--- config.mk ---
export PLATFORM = sky130hd
export DESIGN_NAME = uart_cmd_decoder
export DESIGN_NICKNAME = d
export VERILOG_FILES = /design/src/rtl/uart_cmd_decoder.sv
export SDC_FILE = /design/constraint.sdc
export NUM_CORES = 1
export LEC_CHECK = 0
export ABC_AREA = 1
export ABC_CLOCK_PERIOD_IN_PS = 4200
export CELL_PAD_IN_SITES_DETAIL_PLACEMENT = 1
export CELL_PAD_IN_SITES_GLOBAL_PLACEMENT = 1
export CORE_UTILIZATION = 43
export CTS_CLUSTER_DIAMETER = 150
export DETAILED_ROUTE_END_ITERATION = 16
export PLACE_DENSITY = 0.94
export SYNTH_ARGS = -nofsm -noshare
export SYNTH_HDL_FRONTEND = slang
export SYNTH_SLANG_ARGS = --single-unit
--- constraint.sdc ---
create_clock -name clk -period 4.2 [get_ports clk]
set_clock_uncertainty 0.1 [all_clocks]
set_input_delay 1.26 -clock clk [delete_from_list [all_inputs] [get_ports clk]]
set_output_delay 1.26 -clock clk [all_outputs]
set_load 0.03 [all_outputs]
--- src/rtl/uart_cmd_decoder.sv ---
// uart_cmd_decoder
//   Pops ASCII bytes from the UART RX FIFO and parses single-letter commands
//   (D/H/S/N, either case) terminated by CR or LF. A parsed command is offered
//   to the game controller on a valid/ready handshake. The letter can optionally
//   be echoed (upper-case) into the UART TX FIFO.
//
// Ports
//   clk        system clock
//   rst        synchronous, active-high reset
//   rx_empty   RX FIFO empty flag
//   r_data     RX FIFO head byte, valid while rx_empty=0
//   rd_uart    RX FIFO pop strobe (combinational)
//   tx_full    TX FIFO full flag
//   wr_uart    TX FIFO push strobe (combinational)
//   w_data     echo byte (registered)
//   cmd_valid  command available (registered)
//   cmd_code   1=deal 2=hit 3=stand 4=new game, 0 when idle (registered)
//   cmd_ready  consumer accepts the command
//   err_pulse  one-cycle protocol error pulse (registered)
//
// States
//   S_IDLE  | waiting for a command letter; stray terminators are dropped
//   S_ECHO  | writing the upper-case letter to the TX FIFO
//   S_ARMED | letter latched, waiting for CR/LF with an idle timeout
//   S_ISSUE | presenting cmd_valid/cmd_code until cmd_ready
//   S_FLUSH | discarding bytes up to and including the next terminator

module uart_cmd_decoder #(
  parameter bit ECHO    = 1'b1,
  parameter int TIMEOUT = 50_000_000,
  parameter int TO_BIT  = 26
) (
  input  logic       clk,
  input  logic       rst,
  input  logic       rx_empty,
  input  logic [7:0] r_data,
  output logic       rd_uart,
  input  logic       tx_full,
  output logic       wr_uart,
  output logic [7:0] w_data,
  output logic       cmd_valid,
  output logic [2:0] cmd_code,
  input  logic       cmd_ready,
  output logic       err_pulse
);

  typedef enum logic [2:0] {
    S_IDLE,
    S_ECHO,
    S_ARMED,
    S_ISSUE,
    S_FLUSH
  } state_t;

  localparam logic [TO_BIT-1:0] TO_LAST = TO_BIT'(TIMEOUT - 1);

  state_t            state;
  logic [2:0]        code_q;
  logic [TO_BIT-1:0] to_cnt;
  logic              is_term;
  logic [2:0]        letter;

  always_comb begin
    is_term = (r_data == 8'h0D) || (r_data == 8'h0A);
    case (r_data)
      8'h44, 8'h64: letter = 3'd1;
      8'h48, 8'h68: letter = 3'd2;
      8'h53, 8'h73: letter = 3'd3;
      8'h4E, 8'h6E: letter = 3'd4;
      default:      letter = 3'd0;
    endcase
  end

  // Strobes are gated by rst so the FIFOs never see a pop/push during reset.
  always_comb begin
    rd_uart = !rst && !rx_empty &&
              ((state == S_IDLE) || (state == S_ARMED) || (state == S_FLUSH));
    wr_uart = !rst && (state == S_ECHO) && !tx_full;
  end

  always_ff @(posedge clk) begin
    if (rst) begin
      state     <= S_IDLE;
      code_q    <= 3'd0;
      to_cnt    <= '0;
      w_data    <= 8'h00;
      cmd_valid <= 1'b0;
      cmd_code  <= 3'd0;
      err_pulse <= 1'b0;
    end else begin
      err_pulse <= 1'b0;
      case (state)
        S_IDLE: begin
          if (rd_uart && !is_term) begin
            if (letter != 3'd0) begin
              code_q <= letter;
              w_data <= r_data & 8'hDF;  // clear bit 5: upper-case
              to_cnt <= '0;
              state  <= ECHO ? S_ECHO : S_ARMED;
            end else begin
              err_pulse <= 1'b1;
              state     <= S_FLUSH;
            end
          end
        end
        S_ECHO: begin
          if (wr_uart) begin
            to_cnt <= '0;
            state  <= S_ARMED;
          end
        end
        S_ARMED: begin
          // A byte arriving on the final timeout cycle takes priority.
          if (rd_uart) begin
            if (is_term) begin
              cmd_valid <= 1'b1;
              cmd_code  <= code_q;
              state     <= S_ISSUE;
            end else begin
              err_pulse <= 1'b1;
              code_q    <= 3'd0;
              state     <= S_FLUSH;
            end
          end else if (to_cnt == TO_LAST) begin
            err_pulse <= 1'b1;
            code_q    <= 3'd0;
            state     <= S_IDLE;
          end else begin
            to_cnt <= to_cnt + 1'b1;
          end
        end
        S_ISSUE: begin
          if (cmd_ready) begin
            cmd_valid <= 1'b0;
            cmd_code  <= 3'd0;
            code_q    <= 3'd0;
            state     <= S_IDLE;
          end
        end
        S_FLUSH: begin
          if (rd_uart && is_term) state <= S_IDLE;
        end
        default: state <= S_IDLE;
      endcase
    end
  end

endmodule

==> results of run 1 <==
==> stage by stage <==
stage	power [mW]	util, %	area [µm²]
after floorplan	0.816	-	3000
final	1.25	50.3	3400
after global placement	0.886	48.6	3280
after detailed placement	0.906	48.6	3280
after CTS	1.25	50.3	3400
after global routing	1.32	50.3	3400
==> tightest hold or removal path: stages (launching register included) <==
cell	delay (ns)
dfxtp_1	0.32
inv_1	0.05
a21oi_1	0.05
==> state kept, by name (all words and copies together), names as in the netlist <==
register and count:
cmd_code 3, to_cnt 26, cmd_valid 1, state 3, err_pulse 1, w_data 7
code_q 3
==> worst paths after layout <==
check / startpoint / end / slack [ns]
setup / recovery: rst / rd_uart / 0.15
hold / removal: w_data[4]$_SDFFE_PP0P_ / w_data[4]$_SDFFE_PP0P_ / 0.35
setup reg to reg: state[1]$_SDFFE_PP0P_ / to_cnt[1]$_SDFFE_PP0P_ / 1.84
hold reg to reg: w_data[4]$_SDFFE_PP0P_ / w_data[4]$_SDFFE_PP0P_ / 0.35
==> cell type report <==
type / instances / area (µm²)
Fill cell: 956 / 3360
Timing Repair Buffer: 30 / 288
Multi-Input combinational cell: 397 / 1810
Tap cell: 80 / 100
Inverter: 54 / 203
Clock inverter: 3 / 46.3
Clock buffer: 5 / 68.8
Sequential cell: 44 / 881
==> metal layers <==
metal	up-vias	part of all wire (%)	GRT usage (%)
met5	-	0	0
met4	0	1.9	7.58
met3	14	4.7	3.27
met2	72	51	50.2
met1	1533	42	31.2
li1	1627	-	-
==> power groups by stage <==
stage	clock network (mW)	logic (mW)	registers (mW)
detailed placement	0	0.434	0.472
global route	0.368	0.482	0.465
finish	0.351	0.435	0.463
global placement	0	0.414	0.471
CTS	0.352	0.437	0.463
floorplan	0	0.344	0.472
==> placed cells by master (no fill, tap or decap), types with 2 or more instances in the layout <==
master	count
nor2_4	5
a21oi_2	3
nand2_1	146
inv_2	4
buf_4	5
xnor2_1	5
clkdlybuf4s50_1	25
o21ai_0	5
nor2_1	103
nor3_1	4
dfxtp_1	44
nor2_2	2
nand2_2	14
nand3_1	57
clkbuf_8	5
inv_1	49
xor2_1	6
a21oi_1	36
==> cells by family (layout without fill, tap and decap cells) <==
family / count (synthesis) / count (layout) / share of synthesized area (%)
and+or+nand+nor: 337 / 337 / 48.4
buffers and inverters: 69 / 92 / 10.1
xor gates and xnor gates: 11 / 11 / 3.21
other: 1 / 1 / 0.125
DFF: 44 / 44 / 29.4
adders and majority gates: 1 / 1 / 0.417
AOI/OAI and AO/OA: 47 / 47 / 8.35
==> run_results.csv, run 1 <==
group,metric,value,unit
setup_path,crit_buf_inv,3,
power,p_leak,1.20,nW
power,ir_drop,0.190,mV
placement,routabilityCongestion,0.886,
die,floorplan.die.width,85.5,µm
finish,fin_nets,546,
placement,place_ws,0.158,ns
cts,cts_root_buffer,"clkbuf_8",
setup_path,critPathMaxFanout,2,
power,power_frac_comb,34.8,%
power,powerDensity,368,nW/µm²
synthesis,yosys.area.top_type_share,29.4,%
cts,clk_pin_slew,0.08,ns
synthesis,yosysTopAreaCell,"dfxtp_1",
finish,fin_cells,613,
finish,antenna_cells,0,
synthesis,synth-edff-count,0,
worst_hold_path,hold_path.class,"reg -> reg",
cts,cts_made_buffers,5,
global_route,antenna_found_initial,0,
cts,ctsHoldBuffers,0,
routing,vias,3246,
sta,max_slew_margin,62.7,%
synthesis,ys_top_cells_by_area,"dfxtp_1 (29%), nand2_1 (18%), nor2_1 (13%), nand3_1 (9.5%), inv_1 (6.1%)",
routing,drt_drc_violations_left,0,
power,sw_frac_of_total,41.0,%
sta,fin_hold_ws,0.354,ns
global_route,grt_first_pass_wirelength,15500,µm
sta,worstMarginPinSlew,0.558,ns
synthesis,ys_types,32,
cts,clk_latency,0.32,ns
finish,area_growth,13.4,%
sta,fin_crit_sh,96.5,%
die,fp.dieH,85.5,µm
sta,setup_viol,0,
placement,hpwl,6790,µm
power,seqPwrFrac,37.1,%
synthesis,synth-seq-cells,44,
die,ioPinCount,28,
setup_path,cp_slowest_cell,"clkdlybuf4s50_1",
power,clkPwrFrac,28.1,%
finish,drive_above_1_share,8.26,%
synthesis,synthesis.nets,524,
setup_path,crit_family,"buffers and inverters",
setup_path,crit_top_cell,"clkdlybuf4s50_1",
sta,fmax,0.247,GHz
synthesis,yosysWarnings,0,
power,power_switching,0.512,mW
cts,cts.sink_count,44,
setup_path,path_depth,5,
setup_path,cp-start-kind,"input port",
setup_path,worstRegToRegCells,12,
routing,ant_nets,0,
cts,cts.path.max_buffers,2,
synthesis,ys_seq_area_share,29.4,%
sta,min_period,4.05,ns
worst_hold_path,min_path_cells,2,
routing,viasPerCell,5.30,
synthesis,avgSynthCellArea,5.88,µm²
flow_run,cap_violations,0,
global_route,grt_max_degree,37,
placement,numPlacedInstances,605,
global_route,grt_overflow,0,
synthesis,synth-main-ff-cell,"dfxtp_1",
synthesis,syn-cell-area,3000,µm²
synthesis,synth_cells,510,
synthesis,async_reset_ff_share,0,%
sta,hold_viol,0,
setup_path,required,2.84,ns
sta,slew_viol_final,0,
setup_path,end_kind,"primary output",
setup_path,slowest_delay,0.67,ns
global_route,grt_use_total,26.5,%
die,core_area,6760,µm²
routing,routed_wl,9030,µm
sta,rsz0062_at_grt,"false",
synthesis,yosysMostFrequentCell,"nand2_1",
routing,dr.pass1.iters,4,
sta,finalSetupTns,0,ns
die,initial_core_util,44.4,%
run_status,status,"complete, no violations",
die,num_rows,30,
routing,wl_per_cell,14.7,µm
setup_path,critPathKind,"in -> out",
synthesis,ys_top_cells_by_count,"nand2_1 (146), nor2_1 (103), nand3_1 (57)",
setup_path,arrival,2.69,ns
cts,cts.htree.levels,2,
power,p_int,0.737,mW
cts,cts_tree,"done",
routing,drt-initial-drc-count,154,
global_route,grt_pass1_vias,3347,
setup_path,path_cells,"clkdlybuf4s50_1, clkinv_1, nand2_1, nor2_4, clkdlybuf4s50_1",
placement,portBuffers,26,
cts,post_cts_buffers,0,
die,die_area,7310,µm²
cts,cts-resized-gates,0,
sta,layout_setup_ws,0.148,ns
(Power assumes the default switching activity.)
==> run 2, diff against run 1 <==
--- a/config.mk
+++ b/config.mk
@@ -11,6 +11,7 @@
 export CELL_PAD_IN_SITES_GLOBAL_PLACEMENT = 1
 export CORE_UTILIZATION = 43
 export CTS_CLUSTER_DIAMETER = 150
+export CTS_CLUSTER_SIZE = 12
 export DETAILED_ROUTE_END_ITERATION = 16
 export PLACE_DENSITY = 0.94
 export SYNTH_ARGS = -nofsm -noshare
==> results of run 2 <==
Final layout, timing and power as in run 1 (identical DEF).
==> run 3, diff against run 2 <==
--- a/config.mk
+++ b/config.mk
@@ -9,6 +9,7 @@
 export ABC_CLOCK_PERIOD_IN_PS = 4200
 export CELL_PAD_IN_SITES_DETAIL_PLACEMENT = 1
 export CELL_PAD_IN_SITES_GLOBAL_PLACEMENT = 1
+export CORE_ASPECT_RATIO = 0.8
 export CORE_UTILIZATION = 43
 export CTS_CLUSTER_DIAMETER = 150
 export CTS_CLUSTER_SIZE = 12
==> run 3 against run 2 <==
Effect of this change:
- die area about the same
- wire length rose by 8.4%
- highest routed layer unchanged
- critical path depth is the same
- cell count rose by 0.65%
- critical path type unchanged
==> run_results.csv, run 3 (synthesis results as in run 1) <==
group,metric,value,unit
sta,fmax,0.246,GHz
placement,routabilityCongestion,0.904,
finish,final_common_cell,"nand2_1",
routing,vias,3358,
die,fp.dieH,76.7,µm
die,initial_core_util,45.6,%
die,core_area,6570,µm²
die,floorplan.die.width,95.4,µm
setup_path,end_kind,"primary output",
cts,cts.path.max_buffers,2,
die,die_area,7310,µm²
global_route,grt_first_pass_wirelength,16500,µm
routing,drt-initial-drc-count,202,
routing,ant_nets,0,
finish,top_register,"to_cnt",
cts,post_cts_buffers,0,
setup_path,cp-start-kind,"input port",
cts,ctsHoldBuffers,0,
setup_path,crit_top_cell,"clkdlybuf4s50_1",
cts,cts_root_buffer,"clkbuf_8",
sta,max_slew_margin,63.7,%
setup_path,path_depth,5,
setup_path,worstRegToRegCells,10,
cts,clk_latency,0.30,ns
setup_path,path_cells,"clkdlybuf4s50_1, clkinv_1, nand2_1, nor2_4, clkdlybuf4s50_1",
placement,portBuffers,26,
setup_path,crit_buf_inv,3,
setup_path,critPathKind,"in -> out",
routing,dr.pass1.iters,6,
worst_hold_path,hold_path.class,"reg -> reg",
setup_path,crit_end,"rd_uart",
setup_path,required,2.84,ns
routing,wl_per_cell,15.9,µm
setup_path,cp_slowest_cell,"clkdlybuf4s50_1",
finish,area_growth,13.6,%
setup_path,arrival,2.70,ns
cts,cts-resized-gates,0,
global_route,antenna_found_initial,0,
routing,viasPerCell,5.44,
power,total_power,1.26,mW
routing,routed_wl,9790,µm
die,ioPinCount,28,
global_route,grt_pass1_vias,3478,
sta,worstMarginPinSlew,0.544,ns
power,ir_drop,0.175,mV
global_route,grt_overflow,0,
setup_path,critPathMaxFanout,2,
finish,antenna_cells,0,
finish,fin_nets,546,
placement,hpwl,7320,µm
flow_run,cap_violations,0,
finish,layout_common_cells,"nand2_1 (146), nor2_1 (103), nand3_1 (57)",
sta,setup_viol,0,
power,powerDensity,369,nW/µm²
setup_path,startpoint,"rst",
cts,cts.htree.levels,2,
sta,finalSetupTns,0,ns
global_route,grt_use_total,28.7,%
setup_path,ff2ff_setup_slack,1.74,ns
setup_path,r2r-start,"to_cnt[0]$_SDFFE_PP0P_",
cts,clk_pin_slew,0.10,ns
run_status,status,"complete, no violations",
finish,top_regs,"to_cnt: 26 flops, w_data: 7 flops",
setup_path,slowest_delay,0.68,ns
finish,drive_above_1_share,8.26,%
cts,cts_tree,"done",
finish,largest_register_ffs,26,
sta,fin_crit_sh,96.7,%
cts,cts_made_buffers,5,
sta,hold_viol,0,
cts,cts.sink_count,44,
sta,slew_viol_final,0,
global_route,grt_max_degree,37,
sta,rsz0062_at_grt,"false",
sta,min_period,4.06,ns
setup_path,crit_family,"buffers and inverters",
routing,drt_drc_violations_left,0,
setup_path,reg2reg_to,"to_cnt[1]$_SDFFE_PP0P_",
power,p_leak,1.20,nW
die,num_rows,26,
[run 3: cell counts in the layout (fill, tap and decap cells not counted)]
No cell type changed its count.
[run 3: worst min-delay path by stage]
stage / to / cells after the start / slack (ns) / start
2_1_floorplan: code_q[2]$_SDFFE_PP0P_ / 2 / 0.34 / code_q[2]$_SDFFE_PP0P_
3_3_place_gp: w_data[3]$_SDFFE_PP0P_ / 2 / 0.33 / w_data[3]$_SDFFE_PP0P_
3_5_place_dp: w_data[4]$_SDFFE_PP0P_ / 2 / 0.34 / w_data[4]$_SDFFE_PP0P_
4_1_cts: w_data[4]$_SDFFE_PP0P_ / 2 / 0.36 / w_data[4]$_SDFFE_PP0P_
5_1_grt: w_data[3]$_SDFFE_PP0P_ / 2 / 0.38 / w_data[3]$_SDFFE_PP0P_
6_report: w_data[2]$_SDFFE_PP0P_ / 2 / 0.36 / w_data[2]$_SDFFE_PP0P_
[run 3: per-layer routing]
metal	vias to the layer above	global-route usage, %	share of wire, %
li1	1628	-	-
met1	1649	39.2	47
met2	69	46.1	46
met3	12	5.26	4.8
met4	0	6.97	1.3
met5	-	0	0
[run 3: layout make-up]
type / count / area [µm²]
clock inverter: 3 / 46.3
inverter: 54 / 203
sequential: 44 / 881
fill: 967 / 3170
clock buffer: 5 / 68.8
multi-input combinational: 397 / 1810
tap: 84 / 105
timing repair buffer: 30 / 288
[run 3: worst register-to-register path: cells and delay by family (launching register included)]
family        cells  cell delay [ns]
buf+inv           1             0.21
fa+ha+maj         1             0.34
flops             1             0.46
simple gates      8             1.25
[run 3: stage by stage]
| step | hold WS [ns] | area, µm² | worst slack [ns] | std cells | util [%] |
|---|---|---|---|---|---|
| 2_1_floorplan | 0.339 | 3000 | 0.760 | 510 | - |
| 3_3_place_gp | 0.330 | 3290 | 0.170 | 609 | 50.1 |
| 3_5_place_dp | 0.343 | 3290 | 0.142 | 609 | 50.1 |
| 4_1_cts | 0.358 | 3400 | 0.122 | 617 | 51.8 |
| 5_1_grt | 0.379 | 3400 | 0.0948 | 617 | 51.8 |
| 6_report | 0.357 | 3400 | 0.138 | 617 | 51.8 |
[run 3: power by group]
part | switching [mW] | internal (mW)
combinational | 0.330 | 0.118
sequential | 0.0229 | 0.440
clock | 0.166 | 0.180
